### src/rtl/cardinal_pkg.sv
// -----------------------------------------------------------------------------
// cardinal_pkg
// Shared constants for the write-back path:
//   - DATA_WIDTH / ADDR_WIDTH : register-file geometry (32 x 64)
//   - ppp_e                   : participation field encodings A/U/D/E/O
//   - ww_e                    : sub-field width encodings B/H/W/D
//   - field_is_odd()          : selects odd sub-fields for a given bit index
// Bit numbering is big-endian: bit 0 is the MSB.
// -----------------------------------------------------------------------------
package cardinal_pkg;

  localparam int DATA_WIDTH = 64;
  localparam int ADDR_WIDTH = 5;

  typedef enum logic [2:0] {
    PPP_A = 3'b000,  // all bits
    PPP_U = 3'b001,  // upper half (bits 0-31)
    PPP_D = 3'b010,  // lower half (bits 32-63)
    PPP_E = 3'b011,  // even sub-fields
    PPP_O = 3'b100   // odd sub-fields
  } ppp_e;

  typedef enum logic [1:0] {
    WW_B = 2'b00,    // 8-bit sub-fields
    WW_H = 2'b01,    // 16-bit sub-fields
    WW_W = 2'b10,    // 32-bit sub-fields
    WW_D = 2'b11     // one 64-bit field
  } ww_e;

  // Sub-field k spans bits [k*w, k*w+w-1] in MSB-first numbering, so the
  // parity of k is simply bit log2(w) of the bit index. With a single
  // 64-bit field the index is always 0 (even).
  function automatic logic field_is_odd(input logic [5:0] bit_idx,
                                        input logic [1:0] ww);
    case (ww)
      WW_B:    return bit_idx[3];
      WW_H:    return bit_idx[4];
      WW_W:    return bit_idx[5];
      default: return 1'b0;
    endcase
  endfunction

endpackage

### src/rtl/ppp_mask_gen.sv
// -----------------------------------------------------------------------------
// ppp_mask_gen
// Purely combinational merge-mask generator. A mask bit of 1 means the bit
// comes from the new result, 0 means the old destination value is kept.
// Ports:
//   ppp   in  3            participation field (A/U/D/E/O, others reserved)
//   ww    in  2            sub-field width (B/H/W/D)
//   mask  out [0:63]       merge mask, bit 0 = MSB
// Reserved PPP encodings produce an all-zero mask.
// -----------------------------------------------------------------------------
module ppp_mask_gen
  import cardinal_pkg::*;
(
  input  logic [2:0]              ppp,
  input  logic [1:0]              ww,
  output logic [0:DATA_WIDTH-1]   mask
);

  // NOTE: every output of a combinational block gets a default first so no
  // path can leave it unassigned, which would otherwise infer a latch.
  always_comb begin
    mask = '0;
    for (int i = 0; i < DATA_WIDTH; i++) begin
      case (ppp)
        PPP_A:   mask[i] = 1'b1;
        PPP_U:   mask[i] = (i < DATA_WIDTH / 2);
        PPP_D:   mask[i] = (i >= DATA_WIDTH / 2);
        PPP_E:   mask[i] = !field_is_odd(6'(i), ww);
        PPP_O:   mask[i] = field_is_odd(6'(i), ww);
        default: mask[i] = 1'b0;
      endcase
    end
  end

endmodule

### src/rtl/wb_stage.sv
// -----------------------------------------------------------------------------
// wb_stage
// Write-back stage in front of the 32x64 register file. ALU results are
// merged with the old destination value at enqueue and buffered in a small
// FIFO; NoC load returns bypass the FIFO and always own the write port.
//
// Build option: define WB_PPP_MERGE_EN to enable the PPP/WW partial merge.
// Without it every ALU result is written in full and in_old/in_ppp/in_ww
// are ignored (ports kept for compatibility).
//
// Ports:
//   clk       in   single clock, rising edge
//   reset     in   synchronous active-low reset
//   in_valid  in   ALU result valid
//   in_ready  out  FIFO can accept (count < DEPTH)
//   in_rd     in   ALU destination register
//   in_data   in   ALU new result
//   in_old    in   old destination value read at decode
//   in_ppp    in   participation field
//   in_ww     in   sub-field width
//   ld_valid  in   load return this cycle (never stalled)
//   ld_rd     in   load destination register
//   ld_data   in   load data, always written in full
//   wr_en     out  register-file write enable
//   wr_addr   out  register-file write address
//   wr_data   out  register-file write data
//   pending   out  current FIFO occupancy
// -----------------------------------------------------------------------------
module wb_stage #(
  parameter int DATA_WIDTH = cardinal_pkg::DATA_WIDTH,
  parameter int ADDR_WIDTH = cardinal_pkg::ADDR_WIDTH,
  parameter int DEPTH      = 2   // power of 2, >= 2
) (
  input  logic                      clk,
  input  logic                      reset,
  input  logic                      in_valid,
  output logic                      in_ready,
  input  logic [ADDR_WIDTH-1:0]     in_rd,
  input  logic [0:DATA_WIDTH-1]     in_data,
  input  logic [0:DATA_WIDTH-1]     in_old,
  input  logic [2:0]                in_ppp,
  input  logic [1:0]                in_ww,
  input  logic                      ld_valid,
  input  logic [ADDR_WIDTH-1:0]     ld_rd,
  input  logic [0:DATA_WIDTH-1]     ld_data,
  output logic                      wr_en,
  output logic [ADDR_WIDTH-1:0]     wr_addr,
  output logic [0:DATA_WIDTH-1]     wr_data,
  output logic [$clog2(DEPTH):0]    pending
);

  localparam int PTR_W = $clog2(DEPTH);
  localparam int CNT_W = PTR_W + 1;

  // FIFO storage and control
  logic [0:DATA_WIDTH-1]  r_mem_data [DEPTH];
  logic [ADDR_WIDTH-1:0]  r_mem_rd   [DEPTH];
  logic [PTR_W-1:0]       r_wr_ptr;
  logic [PTR_W-1:0]       r_rd_ptr;
  logic [CNT_W-1:0]       r_count;

  // Last value driven onto the write port; held while the port is idle.
  logic [ADDR_WIDTH-1:0]  r_last_addr;
  logic [0:DATA_WIDTH-1]  r_last_data;

  logic                   w_empty;
  logic                   w_push;
  logic                   w_pop;
  logic                   w_sel_valid;
  logic [ADDR_WIDTH-1:0]  w_sel_addr;
  logic [0:DATA_WIDTH-1]  w_sel_data;
  logic [0:DATA_WIDTH-1]  w_merged;

  // ---------------------------------------------------------------------------
  // Merge at enqueue
  // ---------------------------------------------------------------------------
`ifdef WB_PPP_MERGE_EN
  logic [0:DATA_WIDTH-1]  w_mask;

  ppp_mask_gen u_mask_gen (
    .ppp  (in_ppp),
    .ww   (in_ww),
    .mask (w_mask)
  );

  assign w_merged = (in_data & w_mask) | (in_old & ~w_mask);
`else
  logic w_unused;
  assign w_unused = ^{in_old, in_ppp, in_ww};
  assign w_merged = in_data;
`endif

  // ---------------------------------------------------------------------------
  // Handshake and arbitration
  // ---------------------------------------------------------------------------
  assign w_empty  = (r_count == '0);
  // Readiness depends only on the registered count, so a full FIFO refuses
  // input even in a cycle where it also dequeues.
  assign in_ready = (r_count < CNT_W'(DEPTH));
  assign w_push   = in_valid && in_ready;
  // Loads own the port; the FIFO drains only in non-load cycles. Entries
  // targeting r0 still drain, they just never assert wr_en.
  assign w_pop    = !ld_valid && !w_empty;
  assign pending  = r_count;

  always_comb begin
    w_sel_valid = 1'b0;
    w_sel_addr  = r_last_addr;
    w_sel_data  = r_last_data;
    if (ld_valid) begin
      w_sel_valid = 1'b1;
      w_sel_addr  = ld_rd;
      w_sel_data  = ld_data;
    end else if (!w_empty) begin
      w_sel_valid = 1'b1;
      w_sel_addr  = r_mem_rd[r_rd_ptr];
      w_sel_data  = r_mem_data[r_rd_ptr];
    end
  end

  assign wr_en   = w_sel_valid && (w_sel_addr != '0);
  assign wr_addr = w_sel_addr;
  assign wr_data = w_sel_data;

  // ---------------------------------------------------------------------------
  // State
  // ---------------------------------------------------------------------------
  // NOTE: sequential state uses non-blocking assignments so every register
  // samples the pre-edge values regardless of statement order.
  always_ff @(posedge clk) begin
    if (!reset) begin
      r_wr_ptr    <= '0;
      r_rd_ptr    <= '0;
      r_count     <= '0;
      r_last_addr <= '0;
      r_last_data <= '0;
    end else begin
      // DEPTH is a power of 2, so pointer overflow is the modulo wrap.
      if (w_push) r_wr_ptr <= r_wr_ptr + PTR_W'(1);
      if (w_pop)  r_rd_ptr <= r_rd_ptr + PTR_W'(1);
      case ({w_push, w_pop})
        2'b10:   r_count <= r_count + CNT_W'(1);
        2'b01:   r_count <= r_count - CNT_W'(1);
        default: r_count <= r_count;
      endcase
      if (w_sel_valid) begin
        r_last_addr <= w_sel_addr;
        r_last_data <= w_sel_data;
      end
    end
  end

  // NOTE: the entry storage has no reset; clearing the pointers and count
  // already makes every stored entry unreachable.
  always_ff @(posedge clk) begin
    if (w_push) begin
      r_mem_data[r_wr_ptr] <= w_merged;
      r_mem_rd[r_wr_ptr]   <= in_rd;
    end
  end

endmodule

### config.mk
export PLATFORM = sky130hd
export DESIGN_NAME = wb_stage
export DESIGN_NICKNAME = d
export VERILOG_FILES = /design/src/rtl/cardinal_pkg.sv /design/src/rtl/ppp_mask_gen.sv /design/src/rtl/wb_stage.sv
export SDC_FILE = /design/constraint.sdc
export NUM_CORES = 1
export LEC_CHECK = 0
export ABC_CLOCK_PERIOD_IN_PS = 5700
export BUFFER_PORTS_ARGS = -buffer_cell sky130_fd_sc_hd__buf_2
export CAP_MARGIN = 20
export CORE_ASPECT_RATIO = 1.75
export CORE_MARGIN = 5
export CORE_UTILIZATION = 35
export DETAILED_ROUTE_END_ITERATION = 10
export SYNTH_ARGS = -nofsm -noshare
export SYNTH_HDL_FRONTEND = slang
export SYNTH_HIERARCHICAL = 1
export SYNTH_SLANG_ARGS = --single-unit
### constraint.sdc
create_clock -name clk -period 5.7 [get_ports clk]
set_input_delay 0.285 -clock clk [delete_from_list [all_inputs] [get_ports clk]]
set_output_delay 0.285 -clock clk [all_outputs]
set_load 0.05 [all_outputs]
# Word level (Yosys, flattened, before mapping)
# Memories as Yosys holds them, arrays and structs flattened. A register that Yosys moved wholly into a read port is not among the register bits.
# Index checks and enable logic that the tools add are counted.
[word_totals] n_memories=2 mem_bits_rw=138 out_inout_bits=73 regBits=73 word_cells=35 inputBits=211
[classes] n_addsub=4 eq_ne=2 magnitude_cmp=1 n_reduce_logical=8 n_mux=13
[mem_list] memory="r_mem_data" depth=2 word_bits=64 rd=1 rd_clocked_by_memory_dff=1 write_ports=1 line_no="wb_stage.sv:56" text="logic [0:DATA_WIDTH-1] r_mem_data [DEPTH];"
[mem_list] memory="r_mem_rd" depth=2 word_bits=5 rd=1 rd_clocked_by_memory_dff=1 write_ports=1 line_no="wb_stage.sv:57" text="logic [ADDR_WIDTH-1:0] r_mem_rd [DEPTH];"
[op_table] op="64-bit two-way mux" n=2
[op_table] op="5-bit two-way mux" n=2
[op_table] op="1-bit two-way mux" n=8
[op_table] op="5-bit nonzero test" n=1
[op_table] op="2-bit case mux with 2 select lines" n=1
[op_table] op="1-bit logical AND" n=3
[op_table] op="1-bit adder (second input constant)" n=2
[op_table] op="2-bit by 1-bit adder with 2-bit output (second input constant)" n=1
[op_table] op="2-bit by 1-bit equality test with 1-bit output (second input constant)" n=1
[op_table] op="2-bit equality test (second input constant)" n=1
[op_table] op="1-bit logical NOT" n=2
[op_table] op="2-bit logical NOT" n=1
[op_table] op="2-bit < comparator (second input constant)" n=1
[op_table] op="2-bit nonzero test" n=1
[op_table] op="2-bit by 1-bit subtractor with 2-bit output (second input constant)" n=1

# Logic depth before layout (Yosys ltp)
# Gate-level depths: netlist of run 1.
[logic_depth] depth_word=5 ltp_mapped=8 mapped_depth_nobuf=6

# Worst setup path after synthesis of run 1
# Ideal clock, no wire load.
[synth_path] kind="register -> register" start="register r_count[1] (netlist: pending[1])" end="memory r_mem_data[0][0] (netlist bit), enable pin" period_less_slack_ns=4.601 path_buffers=1 arrival_time_ns=4.103 stages_incl_launch_ff=5 required_ns=5.202 setup_time_ns=0.498 slack_ns=1.099 path_cell_list="dfxtp_1 -> buf_6 -> inv_1 -> nand2_1 -> nor2_1"
[synth_between] elab_chain_cells=4
[synth_rtl] element="from (decl)" line_no="wb_stage.sv:60" text="logic [CNT_W-1:0] r_count;"
[synth_rtl] element="from (signal assigned)" line_no="wb_stage.sv:142" text="2'b10: r_count <= r_count + CNT_W'(1);"
[synth_rtl] element="from (signal assigned)" line_no="wb_stage.sv:143" text="2'b01: r_count <= r_count - CNT_W'(1);"
[synth_rtl] element="from (signal assigned)" line_no="wb_stage.sv:144" text="default: r_count <= r_count;"
[synth_rtl] element="2-bit < comparator" line_no="wb_stage.sv:99" text="assign in_ready = (r_count < CNT_W'(DEPTH));"
[synth_rtl] element="via in_ready" line_no="wb_stage.sv:37" text="output logic in_ready,"
[synth_rtl] element="1-bit logical AND" line_no="wb_stage.sv:100" text="assign w_push = in_valid && in_ready;"
[synth_rtl] element="1-bit two-way mux" line_no="wb_stage.sv:156" text="if (w_push) begin"
[synth_rtl] element="1-bit two-way mux (not written as such)" line_no="wb_stage.sv:157" text="r_mem_data[r_wr_ptr] <= w_merged;"
[synth_rtl] element="to (decl)" line_no="wb_stage.sv:56"
# The timed path passes the listed nets, and every way through them passes these cells.

# Worst setup path after layout of run 1
[layout_path] start="register r_count[0] (netlist: pending[0])" end="output wr_data[16] (netlist bit)"
[layout_between] elab_chain_cells=3
[layout_rtl] element="2-bit logical NOT" line_no="wb_stage.sv:96" text="assign w_empty = (r_count == '0);"
[layout_rtl] element="64-bit two-way mux" line_no="wb_stage.sv:114" text="end else if (!w_empty) begin"
[layout_rtl] element="64-bit two-way mux" line_no="wb_stage.sv:110" text="if (ld_valid) begin"
[layout_rtl] element="to (decl)" line_no="wb_stage.sv:48" text="output logic [0:DATA_WIDTH-1] wr_data,"
# No other way between the ends.

==> results.py, run 1 <==
metrics = {
    "outcome": {
        "outcome": "completed",
    },
    "routing": {
        "firstDrtPassIters": 4,
        "routedWlPerCell_um": 18.1,
        "dr.first_iter.drc_count": 197,
        "vias": 6087,
        "drt_wl_total_um": 22300,
        "viasPerCell": 4.95,
        "ant_nets": 0,
        "drc": 0,
    },
    "yosys": {
        "yosysMostFrequentCell": "edfxtp_1",
        "syn-cell-area_um2": 8830,
        "synthAdderAreaFrac_pct": 0.142,
        "netlist_instances": 634,
        "synthFlopType": "edfxtp_1",
        "synthArstFlopShare_pct": 0,
        "ys_warn_count": 6,
        "synth_edf_count": 138,
        "synth-simple-area-share_pct": 4.07,
        "muxShareOfSynthArea_pct": 16.0,
        "synth_top_family_by_area": "multiplexers",
        "synth_top_area_share_pct": 46.9,
        "synth_xor_area_share_pct": 0.298,
        "ys_seq_elements": 212,
        "synth.distinct_cells": 33,
        "synth_top_cell_by_area": "edfxtp_1",
        "synthTopCellsByArea": "edfxtp_1 (47%), dfxtp_1 (17%), mux2_2 (8.2%)",
        "avgSynthCellArea_um2": 13.9,
        "synth_nets": 846,
        "synth-compound-area-share_pct": 12.4,
        "yosysSeqAreaShare_pct": 63.7,
        "synthTopCellsByCount": "edfxtp_1 (138), dfxtp_1 (74), mux2i_1 (69)",
    },
    "worst_setup_path": {
        "ff2ff_setup_slack_ns": 3.12,
        "cp-end-kind": "output pin",
        "startpoint": "pending[0]",
        "rr_worst_depth": 5,
        "cp_cell_sequence": "or2_4 > buf_4 > mux2i_1 > o21ai_1 > buf_2",
        "cpPeakStageDelay_ns": 0.84,
        "cp.required_ns": 5.41,
        "cp_slowest_cell": "or2_4",
        "start_kind": "flop",
        "crit_fanout": 46,
        "path_buf_inv": 2,
        "worstPathArrival_ns": 3.10,
        "critPathTopFamily": "buffers and inverters",
        "criticalPathCategory": "reg -> out",
        "r2r-end": "r_mem_data[0][7]",
        "timing.rr.start": "pending[1]",
    },
    "global_route": {
        "antenna_found_initial": 2,
        "grt_start_max_net_pins": 75,
        "grt_pass1_vias": 6424,
        "grt_usage_pct": 15.2,
        "grt_overflow": 0,
        "grt_pass1_wl_um": 33600,
    },
    "timing": {
        "slew_violations": 0,
        "hold_viol_final": 0,
        "max_freq_mhz": 295,
        "tns_ns": 0,
        "fin_crit_sh_pct": 59.5,
        "worstMarginPinSlew_ns": 1.03,
        "fin_skew_ns": 0.00714,
        "finalCriticalPeriod_ns": 3.39,
        "setup_viol": 0,
        "relSlewSlack_pct": 31.5,
        "grt_setup_unrepaired": "false",
    },
    "die": {
        "die_w_um": 130,
        "ios": 284,
        "die_area_um2": 28600,
        "rows": 77,
        "core_um2": 25000,
        "die_h_um": 220,
        "start_util_pct": 35.2,
    },
    "placed_design": {
        "dp_hpwl_um": 14200,
        "portBuffers": 214,
        "place.gp.congestion": 0.750,
    },
    "pwr": {
        "p_leak_uw": 0.00498,
        "vdd_drop_max_mv": 0.318,
        "p_per_area_nw_per_um2": 465,
    },
    "cells_and_area": {
        "syn2layout_area_growth_pct": 29.2,
        "final_util_pct": 45.5,
        "drive_above_1_share_pct": 35.3,
        "layout.nets": 1110,
    },
    "worst_hold_path": {
        "hp-start": "ld_rd[3]",
        "worstHoldPathType": "in -> reg",
        "holdPathEnd": "r_last_addr[3]",
        "hold_depth": 3,
    },
    "cts": {
        "ctsResizeCount": 0,
        "clock_sinks": 212,
        "root_buffer": "clkbuf_16",
        "clk_path_buf_depth": 3,
        "htreeDepth": 1,
        "clkTransAtPathRegs_ns": 0.06,
        "cts_made_buffers": 21,
        "cts_tree": "done",
        "clock_latency_ns": 0.49,
        "post-cts-setup-buffer-count": 0,
    },
    "flow_run": {
        "drv_cap": 0,
    },
}
## worst max-delay path by stage
stage	to	slack, ns	cells after the start
after global routing	wr_data[16]	2.11	5
after detailed placement	wr_en	2.73	7
after CTS	wr_data[16]	2.20	5
final	wr_data[16]	2.31	5
after floorplan	r_mem_data[0][0]	1.10	4
after global placement	wr_en	2.75	7
## power by group
part | internal, uW | switching, uW | total, uW
clock network | 709 | 545 | 1250
registers | 1920 | 125 | 2050
logic | 702 | 1300 | 2000
## tightest hold or removal path, delay by kind of cell
kind / cells / cell delay [ns]
compound gates: 1 / 0.07
buf+inv: 1 / 0.09
simple gates: 1 / 0.10
## layout make-up
class / count / area, um2
Fill cell: 2367 / 13600
Tap cell: 316 / 395
Multi-Input combinational cell: 365 / 2920
Clock buffer: 33 / 591
Antenna cell: 2 / 5.00
Clock inverter: 3 / 16.3
Sequential cell: 212 / 5630
Timing Repair Buffer: 291 / 1820
Inverter: 7 / 26.3
## placed cells by master (no fill, tap or decap), types with 2 or more instances in the layout
cell,count
a221oi_2,2
and2_1,4
and3b_1,2
buf_2,213
buf_4,9
clkbuf_1,10
clkbuf_16,21
clkbuf_8,2
dfxtp_1,73
diode_2,2
dlygate4sd3_1,69
edfxtp_1,138
inv_1,7
mux2_2,64
mux2i_1,69
nand2_1,67
nor2_1,5
nor4_1,2
o211a_1,64
o21ai_0,30
o21ai_1,38
o221ai_1,2
xnor2_1,2
## routing by layer
layer  up-vias  wire (um)  GRT usage, %
li1       2920          -             -
met1      2962       8150          15.9
met2       162      12200          29.3
met5         -          0             0
met3        43       1110          2.40
met4         0        794          6.48
## flip-flops by register name (all words and copies together), names as in the netlist, named ones only
signal / cells
r_mem_rd: 10
pending: 2
r_last_data: 64
r_rd_ptr: 1
r_wr_ptr: 1
r_mem_data: 128
r_last_addr: 5
## logic make-up after synthesis
kind of cell	Yosys count
AO/OA/AOI/OAI	142
XOR/XNOR	3
adder cells (fa/ha/maj)	1
buffers and inverters	57
flip-flops	212
multiplexers	133
AND/OR/NAND/NOR	86
## stage by stage
stage	hold WS [ns]	area [um2]	total power [uW]	std cells	worst slack [ns]
floorplan	0.384	8830	3640	634	1.10
global placement	0.474	10100	4060	1122	2.75
detailed placement	0.477	10100	4080	1122	2.73
CTS	0.0717	11400	5390	1227	2.20
global route	0.107	11400	5580	1229	2.11
finish	0.0956	11400	5300	1229	2.31
## timing repair
item,CTS,global route
hold buffers,69,0
hold endpoints to repair,138,0
setup endpoints to repair,0,0
Note: power is estimated with default switching activity, not from simulation.
==> run 2: changes to the inputs <==
- ABC_CLOCK_PERIOD_IN_PS: 5700 -> 3400
- clock period: 5.7 -> 3.4 ns (I/O delays scaled with it)
==> run 2 against run 1 <==
Combinational power increased by 69%. Clock skew decreased by 0.00057 ns. Sequential cell count stayed put. Setup slack lost 1.7 ns. Sequential share of layout area down 0.59 points. Power up 71%. Final cell count up 0.49%. Wire length decreased by 1.3%. Die area unchanged.
==> results.py, run 2 (synthesis gave the netlist of run 1 again) <==
metrics = {
    "outcome": {
        "outcome": "completed",
    },
    "worst_setup_path": {
        "cp.required_ns": 3.23,
        "cp-end-kind": "output pin",
        "critPathTopFamily": "buffers and inverters",
        "cp_cell_sequence": "or2_4 > buf_4 > mux2i_1 > o21ai_0 > buf_2",
        "cp_slowest_cell": "or2_4",
        "path_buf_inv": 2,
        "crit_cells": 5,
        "crit_fanout": 27,
        "rr_worst_depth": 5,
        "start_kind": "flop",
        "ff2ff_setup_slack_ns": 1.30,
        "criticalPathCategory": "reg -> out",
        "startpoint": "pending[0]",
        "crit_end": "wr_data[8]",
        "timing.rr.start": "pending[0]",
        "cpPeakStageDelay_ns": 0.55,
        "worstPathArrival_ns": 2.63,
        "r2r-end": "r_last_data[8]",
    },
    "cts": {
        "cts_tree": "done",
        "clkTransAtPathRegs_ns": 0.06,
        "clk_path_buf_depth": 3,
        "root_buffer": "clkbuf_16",
        "post-cts-setup-buffer-count": 0,
        "htreeDepth": 1,
        "clock_latency_ns": 0.49,
        "clock_sinks": 212,
        "cts_made_buffers": 21,
    },
    "pwr": {
        "p_per_area_nw_per_um2": 785,
        "vdd_drop_max_mv": 0.484,
        "p_leak_uw": 0.00506,
    },
    "routing": {
        "vias": 6068,
        "drc": 0,
        "firstDrtPassIters": 4,
        "ant_nets": 0,
        "routedWlPerCell_um": 17.8,
        "dr.first_iter.drc_count": 359,
        "viasPerCell": 4.91,
        "drt_wl_total_um": 22000,
    },
    "placed_design": {
        "dp_hpwl_um": 14000,
        "pre_cts_ws_ns": 1.11,
        "place.gp.congestion": 0.752,
        "portBuffers": 214,
        "dpl_cell_area_um2": 10200,
    },
    "die": {
        "start_util_pct": 35.2,
        "core_um2": 25000,
        "ios": 284,
        "rows": 77,
        "die_area_um2": 28600,
        "die_h_um": 220,
        "die_w_um": 130,
    },
    "cells_and_area": {
        "syn2layout_area_growth_pct": 30.7,
        "most-common-layout-cells": "buf_2 (213), edfxtp_1 (138), dfxtp_1 (73)",
        "final_common_cell": "buf_2",
        "fin_area_um2": 11500,
        "regMostFlops": "r_mem_data",
        "reg_top3": "r_mem_data: 128 flops, r_last_data: 64 flops, r_mem_rd: 10 flops",
        "largest_reg_flops": 128,
        "drive_above_1_share_pct": 36.1,
        "layout.nets": 1116,
    },
    "timing": {
        "max_freq_mhz": 358,
        "finalCriticalPeriod_ns": 2.80,
        "slew_violations": 0,
        "hold_viol_final": 0,
        "fin_crit_sh_pct": 82.2,
        "grt_setup_unrepaired": "false",
        "final.setup.worst_slack_ns": 0.604,
        "relSlewSlack_pct": 40.4,
        "worstMarginPinSlew_ns": 0.894,
        "tns_ns": 0,
        "setup_viol": 0,
        "fin_skew_ns": 0.00657,
    },
    "global_route": {
        "antenna_found_initial": 1,
        "grt_pass1_wl_um": 33200,
        "grt_start_max_net_pins": 69,
        "grt_pass1_vias": 6259,
        "grt_overflow": 0,
        "grt_usage_pct": 14.8,
    },
    "worst_hold_path": {
        "worstHoldPathType": "in -> reg",
        "hp-start": "ld_data[58]",
        "hold_depth": 4,
    },
    "flow_run": {
        "drv_cap": 0,
    },
}
## run 2: cell types whose count changed in the layout (fill, tap and decap cells not counted), moves of 2 or more
cell / delta
clkbuf_1: -7
buf_4: +2
clkbuf_8: +2
buf_12: +3
clkinv_1: +4
## run 2: through the flow
step	hold slack (ns)	utilization [%]	total power [uW]	std cells
2_1_floorplan	0.269	-	6090	634
3_3_place_gp	0.359	40.6	6830	1127
3_5_place_dp	0.362	40.6	6870	1127
4_1_cts	0.0345	46.1	9190	1234
5_1_grt	0.0499	46.1	9530	1234
6_report	0.0542	46.1	9060	1235
## run 2: routing by layer
layer	vias to the layer above	part of all wire, %	GRT usage (%)
met2	162	54	28.0
met1	2951	39	17.2
met4	0	2.0	3.95
met5	-	0	0
li1	2922	-	-
met3	33	5.2	2.18
## run 2: cell type report
cell class / count / area, um2
Fill cell: 2359 / 13500
Sequential cell: 212 / 5630
Multi-Input combinational cell: 365 / 2920
Timing Repair Buffer: 297 / 1910
Clock buffer: 28 / 592
Tap cell: 316 / 395
Clock inverter: 9 / 70.1
Inverter: 7 / 26.3
Antenna cell: 1 / 2.50
## run 2: worst min-delay path: cells and delay by family
kind	cells	cell delay, ns
compound gates	2	0.23
buf+inv	1	0.07
simple gates	1	0.04
## run 2: worst min-delay path by stage
stage	to	slack, ns
CTS	r_last_data[23]	0.03
global route	r_last_data[28]	0.05
finish	r_last_data[58]	0.05
floorplan	r_mem_data[0][0]	0.27
detailed placement	r_mem_data[1][51]	0.36
global placement	r_mem_data[0][45]	0.36
## run 2: where the power goes
part / total, uW / leakage, uW / internal (uW) / switching, uW
clock: 2230 / 0.000327 / 1300 / 937
combinational: 3390 / 0.00283 / 1220 / 2170
sequential: 3440 / 0.00190 / 3220 / 220
## run 2: timing repair
action / in CTS / in global routing
gates resized for setup: 0 / 0
hold buffers: 70 / 0
setup endpoints to repair: 0 / 0
hold endpoints to repair: 139 / 0
